`src/rtl/bp_update_sequencer_if.sv`:
```
// bp_update_sequencer_if: prediction, resolve, training and init bundle for the update sequencer
interface bp_update_sequencer_if #(
  parameter int PC_W          = 10,
  parameter int DEPTH         = 8,
  parameter int TABLE_ENTRIES = 1024
);
  localparam int IDX_W = $clog2(TABLE_ENTRIES);
  localparam int OCC_W = $clog2(DEPTH + 1);
  logic             pred_valid;
  logic             pred_ready;
  logic [PC_W-1:0]  pred_pc;
  logic             pred_local;
  logic             pred_global;
  logic             pred_final;
  logic             res_valid;
  logic             res_taken;
  logic             upd_valid;
  logic [PC_W-1:0]  upd_pc;
  logic             upd_taken;
  logic             upd_choice_we;
  logic             upd_choice_local;
  logic             mispredict;
  logic             init_we;
  logic [IDX_W-1:0] init_idx;
  logic             init_done;
  logic [OCC_W-1:0] occupancy;
  logic             res_error;
  modport slave (
    input  pred_valid, pred_pc, pred_local, pred_global, pred_final, res_valid, res_taken,
    output pred_ready, upd_valid, upd_pc, upd_taken, upd_choice_we, upd_choice_local,
           mispredict, init_we, init_idx, init_done, occupancy, res_error
  );
  modport master (
    output pred_valid, pred_pc, pred_local, pred_global, pred_final, res_valid, res_taken,
    input  pred_ready, upd_valid, upd_pc, upd_taken, upd_choice_we, upd_choice_local,
           mispredict, init_we, init_idx, init_done, occupancy, res_error
  );
endinterface

```
`src/rtl/bp_update_sequencer.sv`:
```
// bp_update_sequencer: clears predictor tables, queues in-flight predictions, issues training writes
module bp_update_sequencer #(
  parameter int PC_W          = 10,
  parameter int DEPTH         = 8,
  parameter int TABLE_ENTRIES = 1024
) (
  input logic                    i_clk,
  input logic                    i_rst_n,
  bp_update_sequencer_if.slave   bus
);
  localparam int IDX_W = $clog2(TABLE_ENTRIES);
  localparam int PTR_W = $clog2(DEPTH);
  localparam int OCC_W = $clog2(DEPTH + 1);
  typedef enum logic {S_INIT, S_RUN} state_t;
  state_t           r_state, w_state_nxt;
  logic             r_init_we, w_init_we_nxt;
  logic [IDX_W-1:0] r_init_idx, w_init_idx_nxt;
  logic             r_init_done, w_init_done_nxt;
  logic             w_last;
  logic [PC_W-1:0]  r_pc [DEPTH];
  logic [DEPTH-1:0] r_loc, r_glb, r_fin;
  logic [PTR_W-1:0] r_head, r_tail;
  logic [OCC_W-1:0] r_occ;
  logic             w_ready, w_push, w_pop, w_mis;
  logic             r_upd_valid, r_upd_taken, r_choice_we, r_choice_local, r_mis, r_err;
  logic [PC_W-1:0]  r_upd_pc;
  assign w_last  = r_init_idx == IDX_W'(TABLE_ENTRIES - 1);
  assign w_ready = (r_state == S_RUN) && (r_occ != OCC_W'(DEPTH));
  assign w_push  = bus.pred_valid && w_ready;
  assign w_pop   = bus.res_valid && (r_occ != '0);
  assign w_mis   = w_pop && (r_fin[r_head] != bus.res_taken);
  // sweep sequencing: first cycle after reset raises the strobe at idx 0, last index hands over to RUN
  always_comb begin
    w_state_nxt     = r_state;
    w_init_we_nxt   = 1'b0;
    w_init_idx_nxt  = r_init_idx;
    w_init_done_nxt = r_init_done;
    if (r_state == S_INIT) begin
      w_init_we_nxt  = !(r_init_we && w_last);
      w_init_idx_nxt = (r_init_we && !w_last) ? r_init_idx + IDX_W'(1) : r_init_idx;
      if (r_init_we && w_last) begin
        w_state_nxt     = S_RUN;
        w_init_done_nxt = 1'b1;
      end
    end
  end
  // state and sweep registers
  always_ff @(posedge i_clk or negedge i_rst_n) begin
    if (!i_rst_n) begin
      r_state     <= S_INIT;
      r_init_we   <= 1'b0;
      r_init_idx  <= '0;
      r_init_done <= 1'b0;
    end else begin
      r_state     <= w_state_nxt;
      r_init_we   <= w_init_we_nxt;
      r_init_idx  <= w_init_idx_nxt;
      r_init_done <= w_init_done_nxt;
    end
  end
  // queue payload; contents are only meaningful between head and tail so no reset is needed
  always_ff @(posedge i_clk) begin
    if (w_push) begin
      r_pc[r_tail]  <= bus.pred_pc;
      r_loc[r_tail] <= bus.pred_local;
      r_glb[r_tail] <= bus.pred_global;
      r_fin[r_tail] <= bus.pred_final;
    end
  end
  // queue pointers and occupancy; a mispredict discards everything younger, including this cycle's push
  always_ff @(posedge i_clk or negedge i_rst_n) begin
    if (!i_rst_n) begin
      r_head <= '0;
      r_tail <= '0;
      r_occ  <= '0;
    end else if (w_mis) begin
      r_head <= '0;
      r_tail <= '0;
      r_occ  <= '0;
    end else begin
      r_head <= w_pop ? r_head + PTR_W'(1) : r_head;
      r_tail <= w_push ? r_tail + PTR_W'(1) : r_tail;
      r_occ  <= r_occ + OCC_W'(w_push) - OCC_W'(w_pop);
    end
  end
  // training write, mispredict pulse and sticky illegal-resolve flag, all one cycle after resolve
  always_ff @(posedge i_clk or negedge i_rst_n) begin
    if (!i_rst_n) begin
      r_upd_valid    <= 1'b0;
      r_upd_pc       <= '0;
      r_upd_taken    <= 1'b0;
      r_choice_we    <= 1'b0;
      r_choice_local <= 1'b0;
      r_mis          <= 1'b0;
      r_err          <= 1'b0;
    end else begin
      r_upd_valid    <= w_pop;
      r_upd_pc       <= w_pop ? r_pc[r_head] : '0;
      r_upd_taken    <= w_pop && bus.res_taken;
      r_choice_we    <= w_pop && (r_loc[r_head] ^ r_glb[r_head]);
      r_choice_local <= w_pop && (r_loc[r_head] == bus.res_taken);
      r_mis          <= w_mis;
      r_err          <= r_err || (bus.res_valid && (r_occ == '0));
    end
  end
  assign bus.pred_ready       = w_ready;
  assign bus.occupancy        = r_occ;
  assign bus.upd_valid        = r_upd_valid;
  assign bus.upd_pc           = r_upd_pc;
  assign bus.upd_taken        = r_upd_taken;
  assign bus.upd_choice_we    = r_choice_we;
  assign bus.upd_choice_local = r_choice_local;
  assign bus.mispredict       = r_mis;
  assign bus.init_we          = r_init_we;
  assign bus.init_idx         = r_init_idx;
  assign bus.init_done        = r_init_done;
  assign bus.res_error        = r_err;
endmodule

```
`src/flat_wrapper.sv`:
```
// flat-port wrapper written by rule: the top's interface ports become plain ports
module bp_update_sequencer_flat 
#(
  parameter int PC_W          = 10,
  parameter int DEPTH         = 8,
  parameter int TABLE_ENTRIES = 1024
)
  (i_clk, i_rst_n, bus_pred_valid, bus_pred_pc, bus_pred_local, bus_pred_global, bus_pred_final, bus_res_valid, bus_res_taken, bus_pred_ready, bus_upd_valid, bus_upd_pc, bus_upd_taken, bus_upd_choice_we, bus_upd_choice_local, bus_mispredict, bus_init_we, bus_init_idx, bus_init_done, bus_occupancy, bus_res_error);
  bp_update_sequencer_if #(.PC_W(PC_W), .DEPTH(DEPTH), .TABLE_ENTRIES(TABLE_ENTRIES)) bus_i ();
  input logic i_clk;
  input logic i_rst_n;
  input wire logic [$bits(bus_i.pred_valid)-1:0] bus_pred_valid;
  input wire logic [$bits(bus_i.pred_pc)-1:0] bus_pred_pc;
  input wire logic [$bits(bus_i.pred_local)-1:0] bus_pred_local;
  input wire logic [$bits(bus_i.pred_global)-1:0] bus_pred_global;
  input wire logic [$bits(bus_i.pred_final)-1:0] bus_pred_final;
  input wire logic [$bits(bus_i.res_valid)-1:0] bus_res_valid;
  input wire logic [$bits(bus_i.res_taken)-1:0] bus_res_taken;
  output wire logic [$bits(bus_i.pred_ready)-1:0] bus_pred_ready;
  output wire logic [$bits(bus_i.upd_valid)-1:0] bus_upd_valid;
  output wire logic [$bits(bus_i.upd_pc)-1:0] bus_upd_pc;
  output wire logic [$bits(bus_i.upd_taken)-1:0] bus_upd_taken;
  output wire logic [$bits(bus_i.upd_choice_we)-1:0] bus_upd_choice_we;
  output wire logic [$bits(bus_i.upd_choice_local)-1:0] bus_upd_choice_local;
  output wire logic [$bits(bus_i.mispredict)-1:0] bus_mispredict;
  output wire logic [$bits(bus_i.init_we)-1:0] bus_init_we;
  output wire logic [$bits(bus_i.init_idx)-1:0] bus_init_idx;
  output wire logic [$bits(bus_i.init_done)-1:0] bus_init_done;
  output wire logic [$bits(bus_i.occupancy)-1:0] bus_occupancy;
  output wire logic [$bits(bus_i.res_error)-1:0] bus_res_error;
  assign bus_i.pred_valid = bus_pred_valid;
  assign bus_i.pred_pc = bus_pred_pc;
  assign bus_i.pred_local = bus_pred_local;
  assign bus_i.pred_global = bus_pred_global;
  assign bus_i.pred_final = bus_pred_final;
  assign bus_i.res_valid = bus_res_valid;
  assign bus_i.res_taken = bus_res_taken;
  assign bus_pred_ready = bus_i.pred_ready;
  assign bus_upd_valid = bus_i.upd_valid;
  assign bus_upd_pc = bus_i.upd_pc;
  assign bus_upd_taken = bus_i.upd_taken;
  assign bus_upd_choice_we = bus_i.upd_choice_we;
  assign bus_upd_choice_local = bus_i.upd_choice_local;
  assign bus_mispredict = bus_i.mispredict;
  assign bus_init_we = bus_i.init_we;
  assign bus_init_idx = bus_i.init_idx;
  assign bus_init_done = bus_i.init_done;
  assign bus_occupancy = bus_i.occupancy;
  assign bus_res_error = bus_i.res_error;
  bp_update_sequencer #(.PC_W(PC_W), .DEPTH(DEPTH), .TABLE_ENTRIES(TABLE_ENTRIES)) u_core (.i_clk(i_clk), .i_rst_n(i_rst_n), .bus(bus_i));
endmodule
```
`config.mk`:
```
export PLATFORM = sky130hd
export DESIGN_NAME = bp_update_sequencer_flat
export DESIGN_NICKNAME = d
export VERILOG_FILES = /design/src/rtl/bp_update_sequencer_if.sv /design/src/rtl/bp_update_sequencer.sv /design/src/flat_wrapper.sv
export SDC_FILE = /design/constraint.sdc
export NUM_CORES = 1
export LEC_CHECK = 0
export CAP_MARGIN = 20
export CORE_ASPECT_RATIO = 1.75
export CORE_MARGIN = 2
export CORE_UTILIZATION = 51
export DETAILED_ROUTE_END_ITERATION = 7
export HOLD_SLACK_MARGIN = 0.02
export PLACE_DENSITY = 0.74
export SYNTH_ARGS = -nofsm -noshare
export SYNTH_HDL_FRONTEND = slang
export SYNTH_SLANG_ARGS = --single-unit
```
`constraint.sdc`:
```
create_clock -name i_clk -period 2.5 [get_ports i_clk]
set_input_delay 0.5 -clock i_clk [delete_from_list [all_inputs] [get_ports i_clk]]
set_output_delay 0.5 -clock i_clk [all_outputs]
set_load 0.1 [all_outputs]
```
==> key figures, run 1 <==
Synth
  – Post-synthesis register bit count: 143
  – Mapped Area: 5590 sq um
  – Synth top cells by count: edfxtp_1 (104), dfrtp_1 (39), mux4_2 (25), nor2_1 (25), mux2i_1 (13)
  – Area contributors post-synth: edfxtp_1 (56%), dfrtp_1 (17%), mux4_2 (10%), mux2i_1 (2.3%), ha_1 (1.8%)
  – Main flop type after synthesis: edfxtp_1
  – Count leader, synth: edfxtp_1
  – Unique masters post-synth: 33
  – Synth warnings: 0
  – Cell count after synthesis: 305
  – Yosys top cell area share: 55.8%
  – Leading area contributor after synthesis: edfxtp_1
  – Register area share after synthesis: 73.3%
  – Syn_area_per_cell: 18.3 sq um
  – Post-Syn Nets: 332
  – Ys async rst share: 27.3%
  – Post-synth EDFFs: 104

Power and ir drop
  – Overall Power: 7930 uW
  – VDD IR max: 0.908 mV
  – Gate power share: 30.1%
  – Leakage: 0.00260 uW
  – P_int: 5280 uW
  – Power Density: 1140 nW/um^2
  – Seq pwr share: 35.7%
  – Net Sw Power: 2650 uW
  – Clk pwr share: 34.2%
  – Sw Share: 33.4%

CTS
  – CTS tree: yes
  – Htree depth: 4
  – # clock sinks: 143
  – Clock latency on the worst-skew pair: 0.41 ns
  – Clock buffer depth: 2
  – Clock slew at reported path FFs: 0.06 ns
  – TritonCTS Buffers: 17
  – Root Buffer: clkbuf_16

Hold path
  – Class of the worst hold path: input port to async pin

Worst setup path
  – CP Class: flip-flop to primary output
  – CP max-delay cell: dfrtp_4
  – WP data required: 2.00 ns
  – R2R Path Start: u_core.bus.occupancy[2]$_DFF_PN0_
  – Critical-path maximum fanout: 3
  – Reg2Reg Depth: 10
  – Reg2Reg Setup Slack: 0.09 ns
  – CP Capture Type: primary output
  – Kind of start point of the critical path: flip-flop
  – Worst path bufs/invs: 2
  – Slowest stage delay, CP: 0.47 ns
  – Top cell family by delay on the critical path: simple AND/OR/NAND/NOR gates
  – R2R Path End: u_core.bus.occupancy[1]$_DFF_PN0_
  – Cells along the critical path: inv_2 -> ha_1 -> or3b_2 -> and2_1 -> buf_12
  – Crit path DAT: 1.92 ns

Floorplanning
  – Die width: 83.2 um
  – Initial core utilization: 52.3%
  – Site row count: 50
  – # IOs: 51
  – Die height: 143 um
  – CORE AREA: 10,700 sq um
  – Die area: 11,900 sq um

Global routing
  – GRT Resource Usage Total: 19.3%
  – First-pass GRT wire length: 16.5 mm
  – Gr ovfl total: 0
  – Initial antenna violation count: 0
  – Pin count of the biggest net entering global routing: 25
  – Number of global-route vias before repair: 3,143

Timing
  – Clock skew: 0.00736 ns
  – Hold Fails Final Rpt: 0
  – Slew HR: 56.0%
  – Final setup margin: 0.0778 ns
  – Min Tclk post-route: 2.42 ns
  – Max Fclk: 413 MHz
  – Setup TNS: 0 ns
  – Final setup fails: 0
  – Pins over their slew limit: 0
  – Final worst path period share: 96.9%
  – Actual slew at the worst max-slew pin: 0.660 ns

Final layout
  – Finished Core Util: 65.2%
  – Antenna diode count: 0
  – Non-Filler Instances: 525
  – Total Nets Final: 409
  – Layout filler cell count: 741
  – Share of cells above drive strength 1: 32.2%
  – Area Overhead vs Synth: 24.7%

Flow run
  – Maxcap violations: 0

Routing
  – Drt wl/cell: 20.0 um
  – Avg Vias per Cell: 5.47
  – DRT antenna net count: 0
  – Via count: 2,871
  – Starting DRT DRC Count: 136
  – Post-route DRC: 0
  – Drt total wl: 10.5 mm
  – Total iterations of the first detailed-routing run: 4

Placement
  – Final GP Congestion: 0.794
  – Placed cell count: 492
  – Pre-CTS setup slack: 0.0909 ns
  – # port buffers: 50
  – Dpl hpwl: 6.42 mm

Status
  – Status: complete, no violations
cells in the final DEF, fill, tap and decap left out, types with 5 or more instances in the layout:
cell,count
mux2_2,5
clkdlybuf4s50_1,16
mux2i_1,13
nand2b_1,5
clkbuf_16,17
mux4_2,25
xnor2_1,8
nor2_1,25
bufinv_16,5
inv_1,6
ha_1,6
dfrtp_1,35
nand3_1,5
buf_4,48
edfxtp_1,104
nand2_1,8
xor2_1,7
through the flow:
step | hold WS [ns] | cell area [sq um]
3_3_place_gp | 0.450 | 6320
2_1_floorplan | 0.204 | 5620
5_1_grt | 0.119 | 6970
6_report | 0.0832 | 6970
3_5_place_dp | 0.454 | 6320
4_1_cts | 0.0829 | 6960
layout make-up:
cell class	instances	area, sq um	area share (%)
inverters	7	26.3	0.377
multi-input cells	145	1450	20.7
clock inverters	13	210	3.02
clock buffers	19	433	6.21
well taps	130	163	2.33
repair buffers	68	586	8.40
flip-flops and latches	143	4110	58.9
power by group through the flow:
stage               clock network, uW  registers, uW  logic (uW)
finish                           2710           2830        2390
global route                     2840           2850        2540
CTS                              2750           2830        2400
detailed placement                  0           2880        2390
global placement                    0           2880        2360
floorplan                           0           3780         962
worst max path at each step:
stage,startpoint,end,slack (ns),cells after the start
after floorplan,u_core.bus.occupancy[2]$_DFF_PN0_,u_core.r_fin[4]$_DFFE_PP_,-0.02,7
after global placement,u_core.bus.occupancy[2]$_DFF_PN0_,u_core.bus.occupancy[2]$_DFF_PN0_,0.17,11
after detailed placement,u_core.bus.occupancy[2]$_DFF_PN0_,u_core.bus.occupancy[2]$_DFF_PN0_,0.09,11
after CTS,u_core.bus.occupancy[2]$_DFF_PN0_,bus_pred_ready,0.05,5
after global routing,u_core.bus.occupancy[2]$_DFF_PN0_,u_core.bus.occupancy[1]$_DFF_PN0_,-0.00004,10
final,u_core.bus.occupancy[2]$_DFF_PN0_,bus_pred_ready,0.08,5
flip-flops by register name, summed over array words and instances (netlist names), 3 cells and up:
signal / flops
u_core.r_glb: 8
u_core.r_head: 3
u_core.bus.occupancy: 4
u_core.bus.init_idx: 10
u_core.r_pc: 80
u_core.r_loc: 8
u_core.bus.upd_pc: 10
u_core.r_tail: 3
u_core.r_fin: 8
metal layers:
layer / up-vias / track usage (%) / part of all wire (%)
li1: 1319 / - / -
met1: 1463 / 21.4 / 37
met2: 82 / 34.6 / 57
met3: 7 / 4.99 / 5.0
met4: 0 / 9.06 / 1.3
met5: - / 0 / 0
kinds of logic after synthesis:
family                     count (synthesis)  share of synthesized area, %
muxes                                     44                          13.8
adders and majority gates                  9                          2.15
xor gates and xnor gates                  15                          2.35
DFF                                      143                          73.3
AOI/OAI and AO/OA                         11                          1.25
and+or+nand+nor                           66                          5.84
buffers and inverters                     17                          1.32
what timing repair did:
item / CTS / global route
setup endpoints to repair: 0 / 3
hold buffers: 0 / 0
buffers inserted: 0 / 1
resized for setup: 0 / 2
hold endpoints to repair: 0 / 0
Note: power is estimated with default switching activity, not from simulation.
==> run 2: changes to the inputs <==
--- a/config.mk
+++ b/config.mk
@@ -11,6 +11,7 @@
 export CORE_UTILIZATION = 51
 export DETAILED_ROUTE_END_ITERATION = 7
 export HOLD_SLACK_MARGIN = 0.02
+export MAX_ROUTING_LAYER = met4
 export PLACE_DENSITY = 0.74
 export SYNTH_ARGS = -nofsm -noshare
 export SYNTH_HDL_FRONTEND = slang
==> run 2 against run 1 <==
Against the previous run:
- non-clock buffer count is the same
- clock power about the same
- flip-flop and latch count unchanged
- global-route usage rose by 0.57 points
- hold slack got worse by 0.011 ns
- sequential power hardly changed
- wire length increased by 0.52%
- final area unchanged
- sequential share of layout area is the same
- critical endpoint unchanged
- largest cell class unchanged
==> key figures, run 2 (synthesis results as in run 1) <==
Status
  – Status: complete, no violations

Timing
  – Actual slew at the worst max-slew pin: 0.670 ns
  – Final setup fails: 0
  – Pins over their slew limit: 0
  – Slew HR: 55.3%
  – Hold Fails Final Rpt: 0
  – WHS: 0.0724 ns
  – Min Tclk post-route: 2.43 ns
  – Final worst path period share: 97.3%
  – Max Fclk: 411 MHz
  – Clock skew: 0.0113 ns

Final layout
  – Layout filler cell count: 741
  – Finished Core Util: 65.2%
  – Commonest non-fill, non-tap cell in the layout: edfxtp_1
  – Largest register FFs: 80
  – Most frequent cells in the layout: edfxtp_1 (104), buf_4 (48), dfrtp_1 (35)
  – Area Overhead vs Synth: 24.7%
  – Antenna diode count: 0
  – Largest Register: u_core.r_pc
  – Share of cells above drive strength 1: 32.2%
  – Total Nets Final: 409

Flow run
  – Maxcap violations: 0

Routing
  – Drt wl/cell: 20.1 um
  – Starting DRT DRC Count: 142
  – Total iterations of the first detailed-routing run: 4
  – Avg Vias per Cell: 5.52
  – DRT antenna net count: 0
  – Via count: 2,898
  – Drt total wl: 10.6 mm
  – Post-route DRC: 0

CTS
  – Clock latency on the worst-skew pair: 0.42 ns
  – Clock slew at reported path FFs: 0.06 ns
  – TritonCTS Buffers: 17
  – Clock buffer depth: 2
  – Htree depth: 4
  – Hold buffer count at cts: 0
  – CTS tree: yes
  – # clock sinks: 143
  – Root Buffer: clkbuf_16

Floorplanning
  – CORE AREA: 10,700 sq um
  – Die width: 83.2 um
  – Site row count: 50
  – Die height: 143 um
  – Initial core utilization: 52.3%
  – Die area: 11,900 sq um
  – # IOs: 51

Worst setup path
  – CP Class: flip-flop to primary output
  – WP data required: 2.00 ns
  – CP Capture Type: primary output
  – Crit path DAT: 1.93 ns
  – Critical-path maximum fanout: 3
  – Kind of start point of the critical path: flip-flop

Power and ir drop
  – Power Density: 1140 nW/um^2
  – Leakage: 0.00260 uW
  – Overall Power: 7940 uW
  – VDD IR max: 0.908 mV

Global routing
  – Gr ovfl total: 0
  – Number of global-route vias before repair: 3,144
  – Pin count of the biggest net entering global routing: 25
  – GRT Resource Usage Total: 19.9%
  – First-pass GRT wire length: 16.5 mm
  – Initial antenna violation count: 0

Placement
  – # port buffers: 50
  – Dpl hpwl: 6.42 mm
  – Final GP Congestion: 0.805

Hold path
  – Class of the worst hold path: input port to async pin
-- run 2: cell counts in the layout (fill, tap and decap cells not counted) --
Identical to the previous run, type by type.
-- run 2: critical path: stages (launching register included) --
cell	delay, ns
dfrtp_4	0.47
inv_2	0.08
ha_1	0.14
or3b_2	0.46
and2_1	0.20
buf_12	0.17
-- run 2: stage by stage --
step | setup slack [ns] | area [sq um] | std cells | setup TNS (ns)
after global placement | 0.166 | 6320 | 492 | 0
after floorplan | -0.0168 | 5620 | 305 | -0.480
final | 0.0680 | 6970 | 525 | 0
after CTS | 0.0500 | 6960 | 524 | 0
after global routing | -0.0000351 | 6970 | 525 | -0.0000351
after detailed placement | 0.0909 | 6320 | 492 | 0
-- run 2: repair_timing --
action                     4_1_cts  5_1_grt
gates resized for setup          0        2
setup endpoints to repair        0        3
buffers inserted                 0        1
-- run 2: final cells by class --
type                            instances  area, sq um  area share [%]
Tap cell                              130          163            2.33
Clock inverter                         13          210            3.02
Inverter                                7         26.3           0.377
Clock buffer                           19          433            6.21
Sequential cell                       143         4110            58.9
Multi-Input combinational cell        145         1450            20.7
Timing Repair Buffer                   68          586            8.40
-- run 2: report_power, final --
| group | internal (uW) | leakage, uW | switching, uW |
|---|---|---|---|
| Combinational | 792 | 0.000857 | 1600 |
| Clock | 1770 | 0.000308 | 944 |
| Sequential | 2710 | 0.00143 | 118 |
-- run 2: layer usage --
| layer | wire [um] | share of wire, % | track usage (%) |
|---|---|---|---|
| met5 | 0 | 0 | - |
| met3 | 436 | 4.1 | 4.99 |
| met1 | 4010 | 38 | 21.4 |
| met2 | 5950 | 56 | 34.6 |
| met4 | 176 | 1.7 | 9.06 |
-- run 2: path summary, 6_finish.rpt --
kind	startpoint	endpoint	slack [ns]	cells past startpoint
max reg2reg	u_core.bus.occupancy[2]$_DFF_PN0_	u_core.bus.occupancy[1]$_DFF_PN0_	0.09	10
min in group i_clk	u_core.bus.init_done$_DFFE_PN0P_	u_core.bus.init_done$_DFFE_PN0P_	0.47	1
min reg2reg	u_core.bus.init_done$_DFFE_PN0P_	u_core.bus.init_done$_DFFE_PN0P_	0.47	1
max in group asynchronous	i_rst_n	u_core.bus.init_idx[9]$_DFFE_PN0P_	1.86	2
min	i_rst_n	u_core.bus.upd_valid$_DFF_PN0_	0.07	1
max	u_core.bus.occupancy[2]$_DFF_PN0_	bus_pred_ready	0.07	5
